`src/rtl/counter_pkg.sv`:
```
// Shared encodings for the counter_modes block and its scoreboard.
// No logic: constants and the FSM state type only.
package counter_pkg;

    localparam logic [1:0] MODO_UP  = 2'b00;
    localparam logic [1:0] MODO_DN1 = 2'b01;
    localparam logic [1:0] MODO_DN3 = 2'b10;
    localparam logic [1:0] MODO_LD  = 2'b11;

    typedef enum logic [1:0] {
        ST_IDLE = 2'b00,
        ST_RUN  = 2'b01,
        ST_LOAD = 2'b10
    } state_t;

endpackage

```
`src/rtl/counter_modes_next.sv`:
```
// Next-state function of the counter: (q, modo, d) -> (next_q, next_rco, next_load).
// Latency: purely combinational. Backpressure: none, evaluated every cycle.
// COUNTER_SAT_EN selects saturating instead of wrapping arithmetic.
module counter_modes_next
    import counter_pkg::*;
#(
    parameter int WIDTH     = 4,
    parameter int DOWN_STEP = 3
) (
    input  logic [WIDTH-1:0] q,
    input  logic [1:0]       modo,
    input  logic [WIDTH-1:0] d,
    output logic [WIDTH-1:0] next_q,
    output logic             next_rco,
    output logic             next_load
);

    localparam logic [WIDTH:0] ONE  = (WIDTH+1)'(1);
    localparam logic [WIDTH:0] STEP = (WIDTH+1)'(DOWN_STEP);

    logic [WIDTH:0] sum;

    always_comb begin
        sum       = '0;
        next_q    = q;
        next_rco  = 1'b0;
        next_load = 1'b0;
        case (modo)
            MODO_UP:  sum = {1'b0, q} + ONE;
            MODO_DN1: sum = {1'b0, q} - ONE;
            MODO_DN3: sum = {1'b0, q} - STEP;
            default:  sum = '0;
        endcase

        if (modo == MODO_LD) begin
            next_q    = d;
            next_load = 1'b1;
        end else begin
            // Extra MSB is carry for up-counting and borrow for down-counting.
            next_rco = sum[WIDTH];
`ifdef COUNTER_SAT_EN
            if (sum[WIDTH])
                next_q = (modo == MODO_UP) ? {WIDTH{1'b1}} : {WIDTH{1'b0}};
            else
                next_q = sum[WIDTH-1:0];
`else
            next_q = sum[WIDTH-1:0];
`endif
        end
    end

endmodule

```
`src/rtl/counter_modes.sv`:
```
// Multi-mode up/down/load counter; RCO and LOAD are single-cycle pulses.
// Latency: 1 cycle from sampled request to registered Q/RCO/LOAD.
// Backpressure: none; ENABLE=0 holds Q. Optional macro COUNTER_SAT_EN (saturate).
module counter_modes
    import counter_pkg::*;
#(
    parameter int WIDTH     = 4,
    parameter int DOWN_STEP = 3
) (
    input  logic             clk,
    input  logic             RESET,
    input  logic             ENABLE,
    input  logic [1:0]       MODO,
    input  logic [WIDTH-1:0] D,
    output logic [WIDTH-1:0] Q,
    output logic             RCO,
    output logic             LOAD
);

    state_t           state;
    logic [WIDTH-1:0] next_q;
    logic             next_rco;
    logic             next_load;

    counter_modes_next #(
        .WIDTH     (WIDTH),
        .DOWN_STEP (DOWN_STEP)
    ) u_next (
        .q         (Q),
        .modo      (MODO),
        .d         (D),
        .next_q    (next_q),
        .next_rco  (next_rco),
        .next_load (next_load)
    );

    always_ff @(posedge clk or negedge RESET) begin
        if (!RESET) begin
            state <= ST_IDLE;
            Q     <= '0;
            RCO   <= 1'b0;
            LOAD  <= 1'b0;
        end else if (ENABLE) begin
            Q    <= next_q;
            RCO  <= next_rco;
            LOAD <= next_load;
            case (state)
                ST_IDLE, ST_RUN, ST_LOAD:
                    state <= (MODO == MODO_LD) ? ST_LOAD : ST_RUN;
                default:
                    state <= ST_IDLE;
            endcase
        end else begin
            // Idle cycle: hold the count, drop both pulses.
            state <= ST_IDLE;
            RCO   <= 1'b0;
            LOAD  <= 1'b0;
        end
    end

endmodule

```
`config.mk`:
```
export PLATFORM = sky130hd
export DESIGN_NAME = counter_modes
export DESIGN_NICKNAME = d
export VERILOG_FILES = /design/src/rtl/counter_pkg.sv /design/src/rtl/counter_modes_next.sv /design/src/rtl/counter_modes.sv
export SDC_FILE = /design/constraint.sdc
export NUM_CORES = 1
export LEC_CHECK = 0
export CORE_AREA = 2 2 39 41
export CTS_CLUSTER_DIAMETER = 100
export DETAILED_ROUTE_END_ITERATION = 7
export DIE_AREA = 0 0 41 43
export SETUP_SLACK_MARGIN = 0.2
export SLEW_MARGIN = 20
export SYNTH_ARGS = -nofsm -noshare
export SYNTH_HDL_FRONTEND = slang
export SYNTH_SLANG_ARGS = --single-unit
```
`constraint.sdc`:
```
create_clock -name clk -period 3 [get_ports clk]
set_input_delay 0.3 -clock clk [delete_from_list [all_inputs] [get_ports clk]]
set_output_delay 0.3 -clock clk [all_outputs]
set_load 0.05 [all_outputs]
```
==> results.yml, run 1 <==
run_status:
  outcome: "finished clean"
setup_path:
  critical_path_class: "in2reg"
  cp_max_fo: 4
  cp.required_ns: 3.18
  critPathCaptureType: "flip-flop"
  arrival_ns: 2.31
  crit_path_start_kind: "input pin"
cts:
  cts_made_buffers: 3
  postCtsResizedCells: 0
  cts_tree: "yes"
  path_clk_slew_ns: 0.05
  clkLatencyLatePin_ns: 0.24
  clockBufferDepth: 2
  holdBufCountCts: 0
  cts_setup_buffers: 0
  clock-sinks: 6
  root_buffer: "clkbuf_4"
  cts_max_level: 1
global_routing:
  grt_usage: 0.136
  grt_pass1_vias: 389
  grt_first_pass_wirelength_um: 1590
  grtUsageMet2: 0.200
  grt_antenna_before_repair: 0
  top_usage_layer: "met2"
  grt_start_max_net_pins: 12
  grtUsageMet1: 0.163
  gr-usage-met3: 0.0785
  grt.overflow.total: 0
finish:
  drive_gt1_frac: 0.0492
  final_cell_count_no_fill: 77
  nNetsFinal: 78
  multi_input_area_um2: 230
  syn2layout_area_growth_pct: 41.0
  regArea_um2: 150
  n_antenna_cell: 0
  n_fill_cell: 157
timing:
  setup_ws_ns: 0.862
  tns_ns: 0
  worst_pin_slew_ns: 0.497
  max_freq_ghz: 0.468
  rsz0062_at_grt: "no"
  min_period_over_period: 0.713
  setup_viol: 0
  slew_viol_final: 0
  finalHoldViolations: 0
  fin_worst_skew_ns: 0.00625
  maxSlewHeadroom: 0.668
  finalCriticalPeriod_ns: 2.14
floorplan:
  initial_utilization: 0.300
  dieWidth_um: 41
  core_um2: 1380
  die_h_um: 43
  row_count: 14
  die_area_um2: 1760
  pin_count: 15
yosys:
  ys_types: 19
  synth_cells: 46
  syn_area_um2: 415
  ys_ff_latch: 6
  syn-num-nets: 61
  synthTopCellsByArea: "dfrtp_1 36%, ha_1 15%, a21oi_1 8.4%, inv_1 5.4%, fa_1 4.8%"
  yosys_warnings: 0
  post-synth-top-count-cell: "a21oi_1"
  yosys_most_used_dff: "dfrtp_1"
  synth_area_per_cell_um2: 9.03
  synthArstFlopShare: 1.00
  synth_top_area_share: 0.361
  seq_area_frac_synth: 0.361
  synth_edf_count: 0
  synth_commonest_cells: "7 x a21oi_1, 6 x dfrtp_1, 6 x inv_1, 5 x ha_1, 5 x nor2_1"
  synth_top_area_cell: "dfrtp_1"
drt:
  detail_route.wl_per_cell_um: 11.8
  drc: 0
  vias_per_cell: 5.04
  finalWirelength_um: 907
  final_antenna_net_count: 0
  dr.pass1.iters: 4
  drt_iter0_markers: 7
  num_vias: 388
power_and_ir_drop:
  p_comb_frac: 0.534
  p_seq_frac: 0.285
  leakage_uw: 0.000263
  ir_drop_mv: 0.288
  power_frac_clock: 0.181
  p_sw_frac: 0.422
  powerDensity_nw_per_um2: 678
  switchingPower_uw: 168
  internal_power_uw: 229
place:
  gp_congestion: 0.733
  preCtsSetupSlack_ns: 0.657
  port_buffers: 14
  dp.cells: 74
hold_path:
  hold_path_class: "in2async"
job:
  maxCapViolCount: 0
==> critical path: stages <==
cell	delay (ns)
clkdlybuf4s50_1	0.48
inv_1	0.05
ha_1	0.30
inv_1	0.08
ha_1	0.33
a21oi_1	0.17
a21boi_0	0.10
o311ai_1	0.34
o21a_1	0.17
==> routing by layer <==
metal | up-vias | part of all wire
met3 | 2 | 0.054
li1 | 191 | -
met4 | 0 | 0.017
met5 | - | 0
met1 | 182 | 0.45
met2 | 13 | 0.48
==> cells in the final DEF (no fill, tap or decap) <==
master	instances
clkdlybuf4s50_1	14
a21oi_1	7
dfrtp_1	6
inv_1	6
nor2_1	5
ha_1	5
clkbuf_4	3
nor2b_1	2
o21a_1	2
nand3_1	2
and2_1	1
o2111ai_1	1
o31ai_1	1
nor3_1	1
a21boi_0	1
and3b_1	1
nand2_1	1
o311ai_1	1
fa_1	1
==> cells by family after synthesis <==
| logic type | share of synthesized area |
|---|---|
| buffers and inverters | 0.0843 |
| AOI/OAI and AO/OA | 0.199 |
| adders and majority gates | 0.199 |
| and+or+nand+nor | 0.157 |
| DFF | 0.361 |
==> layout make-up <==
class                      count  share of cell area
tap                           16              0.0342
clock buffer                   3              0.0385
inverter                       6              0.0385
sequential                     6               0.256
multi-input combinational     32               0.393
timing repair buffer          14               0.239
==> flip-flops by register name (all words and copies together), names as in the netlist <==
signal	cells
RCO	1
LOAD	1
Q	4
==> power groups by stage <==
stage,Clock [uW],Combinational (uW),Sequential (uW)
2_1_floorplan,0,83.9,174
3_3_place_gp,0,207,116
3_5_place_dp,0,212,115
4_1_cts,76.2,214,114
5_1_grt,82.0,234,117
6_report,72.0,212,113
==> through the flow <==
step                instance area [um^2]  total power [uW]  utilization  hold WS [ns]
global route                         586               433        0.423         0.311
finish                               586               397        0.423         0.299
global placement                     563               322        0.407         0.531
floorplan                            415               258            -       0.00441
detailed placement                   563               327        0.407         0.505
CTS                                  586               403        0.423         0.300
==> final timing paths <==
path	startpoint	end	slack, ns	cells after the start
max reg2reg	Q[0]	RCO	1.40	6
min in group clk	Q[3]	Q[3]	0.51	1
max in group asynchronous	RESET	Q[3]	2.48	1
min reg2reg	Q[3]	Q[3]	0.51	1
max	MODO[1]	Q[3]	0.86	9
min	RESET	Q[1]	0.30	1
(Power assumes the default switching activity.)
==> inputs of run 2 (changes only) <==
clock period = 1.8 ns   (was 3 ns; I/O delays follow)
==> run 2 against run 1 <==
Clock-buffer cell count grew 1. First-iteration DRC count is the same. Setup slack lost 0.65 ns. Utilization grew 5.2 points. Clock skew grew 0.0056 ns. Register-to-register slack lost 1.1 ns.
==> results.yml, run 2 (synthesis gave the netlist of run 1 again) <==
global_routing:
  grt_pass1_vias: 332
  grt.overflow.total: 0
  grt_usage: 0.123
  grt_antenna_before_repair: 0
  grt_first_pass_wirelength_um: 1470
  grt_start_max_net_pins: 12
drt:
  vias_per_cell: 4.74
  final_antenna_net_count: 0
  dr.pass1.iters: 3
  drc: 0
  finalWirelength_um: 948
  num_vias: 379
  detail_route.wl_per_cell_um: 11.9
  drt_iter0_markers: 7
timing:
  worst_hold_slack_ns: 0.166
  min_period_over_period: 0.883
  max_freq_ghz: 0.629
  rsz0062_at_grt: "yes"
  setup_ws_ns: 0.210
  worst_pin_slew_ns: 0.490
  finalCriticalPeriod_ns: 1.59
  fin_worst_skew_ns: 0.0119
  finalHoldViolations: 0
  setup_viol: 0
  maxSlewHeadroom: 0.672
  slew_viol_final: 0
floorplan:
  dieWidth_um: 41
  die_area_um2: 1760
  pin_count: 15
  core_um2: 1380
  die_h_um: 43
  initial_utilization: 0.300
  row_count: 14
setup_path:
  critical_path_class: "in2reg"
  cp_max_fo: 4
  arrival_ns: 1.73
  crit_path_start_kind: "input pin"
  critPathCaptureType: "flip-flop"
  cp.required_ns: 1.94
cts:
  clock-sinks: 6
  clkLatencyLatePin_ns: 0.25
  cts_tree: "yes"
  clockBufferDepth: 2
  cts_max_level: 1
  cts_made_buffers: 3
  root_buffer: "clkbuf_4"
  path_clk_slew_ns: 0.05
finish:
  largest_reg_flops: 4
  regArea_um2: 154
  n_fill_cell: 135
  nNetsFinal: 80
  n_antenna_cell: 0
  final_cell_mix: "8 x clkdlybuf4s50_1, 7 x a21oi_1, 6 x dlygate4sd2_1"
  multi_input_area_um2: 288
  final_common_cell: "clkdlybuf4s50_1"
  drive_gt1_frac: 0.266
  top_regs: "Q: 4 flops, LOAD: 1 flops, RCO: 1 flops"
  syn2layout_area_growth_pct: 58.4
  regMostFlops: "Q"
power_and_ir_drop:
  powerDensity_nw_per_um2: 1100
  leakage_uw: 0.000281
  ir_drop_mv: 0.706
run_status:
  outcome: "finished clean"
place:
  hpwlAfterDp_um: 666
  preCtsSetupSlack_ns: -0.388
  port_buffers: 14
  gp_congestion: 0.749
hold_path:
  hold_path_class: "in2async"
job:
  maxCapViolCount: 0
## run 2: through the flow
step                      instances  total power (uW)   util  setup TNS (ns)  instance area, um^2
after global routing             80               779  0.476               0                  658
after floorplan                  46               434      -               0                  419
final                            80               723  0.476               0                  658
after CTS                        78               695  0.451               0                  624
after global placement           74               541  0.410          -0.878                  567
after detailed placement         74               544  0.410          -0.940                  567
## run 2: power by group
group,leakage [uW],total (uW),switching (uW),internal [uW]
Clock,0.0000150,134,49.7,84.0
Combinational,0.000197,393,231,162
Sequential,0.0000689,197,29.6,167
Total,0.000281,723,310,414
## run 2: worst max-delay path, stage by stage
cell and delay, ns:
dlygate4sd2_1 0.27, ha_4 0.28, inv_2 0.05, ha_4 0.22, nor2b_2 0.16, o21a_1 0.19
buf_4 0.14, o31ai_4 0.23
## run 2: path summary, 6_finish.rpt
kind	endpoint	slack, ns	cells after the start	from
max in group asynchronous	Q[2]	1.39	1	RESET
worst min register to register	Q[3]	0.54	1	Q[3]
min in group clk	Q[3]	0.54	1	Q[3]
worst min-delay path	Q[0]	0.17	1	RESET
worst max-delay path	RCO	0.21	8	MODO[0]
worst max register to register	RCO	0.29	6	Q[0]
## run 2: timing repair
item	CTS	global route
setup buffers	0	2
gates cloned	0	0
hold buffers	0	0
pin swaps	2	3
resized for setup	13	3
setup endpoints to repair	7	2
## run 2: final cells by class
cell class	count	share of cell area
inverters	6	0.0342
repair buffers	16	0.224
multi-input cells	32	0.437
clock buffers	4	0.0399
flip-flops and latches	6	0.234
well taps	16	0.0304
## run 2: per-layer routing
layer  share of wire  global-route usage  vias up
met5               0                   0        -
met4               0              0.0400        0
met2            0.50               0.178        9
met1            0.44               0.174      176
li1                -                   -      194
met3           0.058              0.0314        0
==> inputs of run 3 (changes only) <==
SLEW_MARGIN = default   (was 20)
==> results of run 3 <==
Final layout, timing and power as in run 2 (identical DEF).
